==> src/rtl/pipeline_ctrl.sv <==
// Central sequencer for the 5-stage pipeline: latch enables, flushes, halt and stall accounting.
module pipeline_ctrl #(
  parameter int unsigned CNT_W = 32
) (
  input  logic             CLK,
  input  logic             nRST,
  input  logic             ihit,
  input  logic             dhit,
  input  logic             mem_req,
  input  logic             idex_memread,
  input  logic [4:0]       idex_rt,
  input  logic [4:0]       ifid_rs,
  input  logic [4:0]       ifid_rt,
  input  logic             jump,
  input  logic             brtaken,
  input  logic             halt,
  output logic             pc_en,
  output logic             ifid_en,
  output logic             idex_en,
  output logic             exmem_en,
  output logic             memwb_en,
  output logic             flush_IFID,
  output logic             flush_IDEX,
  output logic             flush_EXMEM,
  output logic             halted,
  output logic [CNT_W-1:0] stall_cnt
);

  typedef enum logic [1:0] {
    RUN   = 2'd0,
    DDONE = 2'd1,
    HALT  = 2'd2
  } state_t;

  state_t state;
  state_t next_state;
  logic   adv;
  logic   load_use;

  // Pipeline may advance when fetch is back and any data access is done or already captured.
  always_comb begin
    adv      = ihit & (~mem_req | dhit | (state == DDONE));
    load_use = idex_memread & (idex_rt != 5'd0) &
               ((idex_rt == ifid_rs) | (idex_rt == ifid_rt));
  end

  // State register; reset drops any captured dhit.
  always_ff @(posedge CLK) begin
    if (!nRST) begin
      state <= RUN;
    end else begin
      state <= next_state;
    end
  end

  // Next-state: halt commits on an advancing cycle; DDONE remembers a dhit that beat ihit.
  always_comb begin
    next_state = state;
    case (state)
      RUN: begin
        if (halt && adv) begin
          next_state = HALT;
        end else if (mem_req && dhit && !ihit) begin
          next_state = DDONE;
        end
      end
      DDONE: begin
        if (halt && adv) begin
          next_state = HALT;
        end else if (ihit) begin
          next_state = RUN;
        end
      end
      HALT:    next_state = HALT;
      default: next_state = RUN;
    endcase
  end

  // Enables and flushes: freeze, advance, then branch flush > load-use bubble > jump squash.
  always_comb begin
    pc_en       = 1'b0;
    ifid_en     = 1'b0;
    idex_en     = 1'b0;
    exmem_en    = 1'b0;
    memwb_en    = 1'b0;
    flush_IFID  = 1'b0;
    flush_IDEX  = 1'b0;
    flush_EXMEM = 1'b0;
    if (nRST && (state != HALT) && adv) begin
      pc_en    = 1'b1;
      ifid_en  = 1'b1;
      idex_en  = 1'b1;
      exmem_en = 1'b1;
      memwb_en = 1'b1;
      if (brtaken) begin
        flush_IFID  = 1'b1;
        flush_IDEX  = 1'b1;
        flush_EXMEM = 1'b1;
      end else if (load_use) begin
        pc_en      = 1'b0;
        ifid_en    = 1'b0;
        flush_IDEX = 1'b1;
      end else if (jump) begin
        flush_IFID = 1'b1;
      end
    end
  end

  // Sticky halt flag, set on the edge that enters HALT.
  always_ff @(posedge CLK) begin
    if (!nRST) begin
      halted <= 1'b0;
    end else if ((state != HALT) && (next_state == HALT)) begin
      halted <= 1'b1;
    end
  end

  // Saturating count of cycles where the PC did not advance, frozen once halted.
  always_ff @(posedge CLK) begin
    if (!nRST) begin
      stall_cnt <= '0;
    end else if ((state != HALT) && !pc_en && (stall_cnt != {CNT_W{1'b1}})) begin
      stall_cnt <= stall_cnt + CNT_W'(1);
    end
  end

endmodule

==> config.mk <==
export PLATFORM = sky130hd
export DESIGN_NAME = pipeline_ctrl
export DESIGN_NICKNAME = d
export VERILOG_FILES = /design/src/rtl/pipeline_ctrl.sv
export SDC_FILE = /design/constraint.sdc
export NUM_CORES = 1
export LEC_CHECK = 0
export BUFFER_PORTS_ARGS = -buffer_cell sky130_fd_sc_hd__buf_2
export CAP_MARGIN = 5
export CORE_ASPECT_RATIO = 1.4
export CORE_UTILIZATION = 45
export CTS_CLUSTER_SIZE = 24
export DETAILED_ROUTE_END_ITERATION = 10
export GPL_ROUTABILITY_DRIVEN = 0
export PLACE_DENSITY = 0.76
export SLEW_MARGIN = 25
export SYNTH_ARGS = -nofsm -noshare
export SYNTH_HDL_FRONTEND = slang
export SYNTH_SLANG_ARGS = --single-unit
==> constraint.sdc <==
create_clock -name CLK -period 2.2 [get_ports CLK]
set_input_delay 0.11 -clock CLK [delete_from_list [all_inputs] [get_ports CLK]]
set_output_delay 0.11 -clock CLK [all_outputs]
set_load 0.03 [all_outputs]
# --- Word-level counts from Yosys, hierarchy flattened ---
# Cells that the tools add are included.
totals:
  elab_cells: 48
  output_inout_bits: 41
  reg_bits: 35
  input_bits: 24
op_classes:
  n_addsub: 1
  muxes: 18
  bitwise: 7
  n_reduce_logical: 12
  n_eq_ne: 7
ops:
  columns: ["cell", "count"]
  rows:
  - ["$add 32x1->32 const B", 1]
  - ["$ne 32x32->1 const B", 1]
  - ["$mux 1", 13]
  - ["$eq 5x5->1", 2]
  - ["$logic_and 1x1->1", 8]
  - ["$mux 2", 4]
  - ["$pmux 2 s3", 1]
  - ["$reduce_bool 5->1", 1]
  - ["$eq 2x2->1 const B", 2]
  - ["$and 1x1->1", 3]
  - ["$or 1x1->1", 3]
  - ["$eq 2x1->1 const B", 1]
  - ["$logic_not 1->1", 2]
  - ["$logic_not 2->1", 1]
  - ["$ne 2x2->1 const B", 1]
  - ["$not 1->1", 1]

# --- Longest topological paths before layout ---
logic_depth:
  depth_word: 9
  ltp_mapped: 9
  ltp_nobuf: 7

# --- Least setup slack after synthesis ---
# Ideal clock, no wire load.
synth_path:
  kind: "register to register"
  start: "reg stall_cnt[7]"
  end: "reg stall_cnt[13]"
  period_less_slack_ns: 2.352
  setup_time_ns: 0.128
  path_slack_ns: -0.152
  n_path_buf: 2
  path_stages_with_launch: 10
  required_time_ns: 2.072
  arrival_ns: 2.225
  cell_sequence: "dfxtp_1 > and4_1 > and3_2 > nand3_2 > or4_4 > buf_6 > buf_6 > nand4_1 > xor2_1 > nor2_1"
synth_via:
  elab_chain_cells: 2
  elab_cells_between_ends: 3
  classes_between: "add/sub: 1; eq/ne: 1; reduce/logical: 1"
synth_rtl:
  columns: ["element", "line", "source"]
  rows:
  - ["from (decl)", "26", "output logic [CNT_W-1:0] stall_cnt"]
  - ["from (signal assigned)", "123", "stall_cnt <= stall_cnt + CNT_W'(1);"]
  - ["branches (longest 2 deep; another with $add 32x1->32)", null, null]
# Parallel ways; which one is timed is not known.
# A chain may end at the register's enable or synchronous reset.

# --- Worst setup path after layout ---
layout_path:
  start: "reg stall_cnt[15]"
  end: "reg stall_cnt[25]"
# Same word-level chain as after synthesis.

==> out/qor.txt <==
Detailed Route WL: 4530 um
Delay of the slowest critical-path stage: 0.44 ns
Die Span X: 56.7 um
Slew Limit Fails: 0
Slowest stage cell, crit path: or4_1
Setup_tns: 0 ns
CP Launch Type: register
First-pass GRT wire length: 7450 um
Initial antenna violation count: 0
Vias in the first global route: 1666
Total power: 1.29 mW
Antenna Nets Post-Route: 0
Critical path buffers and inverters: 0
Sequential fraction of the synthesis area: 0.372
Initial core utilization: 0.472
Hold buffers post-CTS: 0
Worst Skew: 0.00634 ns
Final instance count without filler cells: 341
Inst Count DP: 330
Drt initial violations: 56
Vias: 1895
Worst-path clk slew: 0.07 ns
Max Root-Sink Buffers: 2
Via density: 5.56
Critical path, cell by cell: and2_1, and3_1, nand3_1, nor2_1, nand3_2, or4_1, a21oi_1
Grt ovf: 0
Placed cell areas: 2260 um^2
Hold slack: 0.0150 ns
PwrDens: 543 nW/um^2
Total global-route track usage: 0.211
Io pins: 65
Num CTS Buffers: 5
Finished Core Util: 0.598
Met1 Routed Length: 1930 um
Met2 wire len: 2330 um
HPWL Detailed: 3290 um
Slew @ Worst Pin: 0.311 ns
Final instance area: 2380 um^2
Biggest area consumer among synthesized cells: dfxtp_1
Max-cap violation count: 0
Port bufs: 64
Root Driver: clkbuf_8
Failing checks: design-rule violations
Mapped Nets: 252
CP endpoint kind: register
Setup ws final: 0.133 ns
Yosys top cell area share: 0.372
Die H: 78.5 um
Synth Instances: 227
Final period utilization: 0.939
Layout Nets: 322
Share of cells above drive strength 1: 0.349
Post-layout minimum cycle time: 2.07 ns
Max transition margin: 0.791
Worst slack, placed: 0.0862 ns
Synth area leaders: dfxtp_1, xnor2_1, xor2_1, a21oi_1, nor2_1
CP arrival: 2.29 ns
Worst-path maximum fanout: 10
Post-synthesis cell area: 1880 um^2
Outcome: finished, violations left
Area growth from synthesis to layout: 26.6%
Worst skew pair latency: 0.29 ns
Core area: 3990 um^2
Yosys reg bits: 35
Fmax: 0.484 GHz
Critical Setup Path Class: reg2reg
Die Area: 4450 um^2
Pleak: 1.00 nW
Row count: 27
Largest net degree at the start of global routing: 31
Top sig layer: met4
Crit path max-delay family: simple AND/OR/NAND/NOR gates
Mapped Avg Cell Area: 8.30 um^2
Worst EP required: 2.42 ns
Met3 wire len: 180 um
Fin. Hold Viols: 0
Min-Delay Path Class: in2reg
CTS tree: built
H-tree Lvls: 2
Diode count: 0
Routed length per placed instance: 13.3 um
Max IR drop VDD: 0.499 mV
Clk sinks: 35
Post-synth cell types: 37
Number of setup violations in the final report: 0
First-pass DRT Iterations: 7
# DRC: 5
Yosys warns: 0
==> cell usage after synthesis (all sizes together) <==
library cell,instances
nand3,18
buf,7
nand2,15
or4,3
nor2,22
inv,4
nand4bb,1
a31o,1
nand4b,1
o21a,4
a211oi,1
nor3,1
o31ai,1
nand2b,1
clkbuf,3
and2,7
or2,1
o22ai,1
o21ai,12
xnor2,16
nor4,1
nor2b,3
dfxtp,35
xor2,11
and4,4
and3,10
a21oi,18
nand4,12
or3,12
ha,1
==> metal layers <==
layer	vias to the layer above	GRT usage
li1	956	-
met1	879	0.238
met2	49	0.382
met3	11	0.0379
met4	0	0.0875
met5	-	0
==> worst reg2reg max path: stages (launching register included) <==
cell and delay [ns]:
dfxtp_2 0.34, and2_1 0.19, and3_1 0.22, nand3_1 0.21, nor2_1 0.25, nand3_2 0.20
or4_1 0.44, a21oi_1 0.15
==> state kept, by name (all words and copies together), names as in the netlist <==
register and count:
stall_cnt 32, state 2, halted 1
==> cells by family after synthesis <==
kind of cell / after synthesis / share of synthesized area
AND/OR/NAND/NOR: 112 / 0.341
flip-flops: 35 / 0.372
AO/OA/AOI/OAI: 38 / 0.112
buffers and inverters: 14 / 0.0432
XOR/XNOR: 27 / 0.126
adder cells (fa/ha/maj): 1 / 0.00664
==> worst paths after layout <==
check | from | to | slack [ns] | cells past startpoint
worst max-delay path | stall_cnt[15] | stall_cnt[25] | 0.13 | 7
worst min-delay path | ihit | state[0] | 0.01 | 2
worst max register to register | stall_cnt[15] | stall_cnt[25] | 0.13 | 7
worst min register to register | state[1] | state[0] | 0.46 | 1
==> final cells by class <==
cell class,count,area [um^2]
fill,396,1600
multi-input combinational,180,1130
sequential,35,726
timing repair buffer,71,373
clock buffer,6,72.6
tap,43,53.8
inverter,4,15.0
clock inverter,2,12.5
==> power by group <==
part	leakage, nW	switching [mW]	internal, mW
Sequential	0.290	0.0109	0.641
Combinational	0.674	0.111	0.0712
Clock	0.0412	0.238	0.221
==> placed cells by master, fill, tap and decap left out, types with 2 or more instances in the layout <==
master     n
buf_4      7
or3_1     12
xor2_1    11
and4_1     4
nand4_1   11
nand3_2    2
and3_1     8
dfxtp_1   23
and3_2     2
nor2_1    22
o21ai_0   12
and2_1     7
nand3_1   16
dfxtp_2    8
xnor2_1   16
clkbuf_8   5
or4_4      3
nor2b_1    3
nand2_1   14
o21a_1     4
buf_2     64
a21oi_1   18
or4_1      2
dfxtp_4    4
inv_1      4
==> what timing repair did <==
item / in CTS / in global routing
gates resized for setup: 0 / 4
buffers inserted: 0 / 1
endpoints found under the setup margin: 0 / 25
Power figures use the tool's default switching activity.
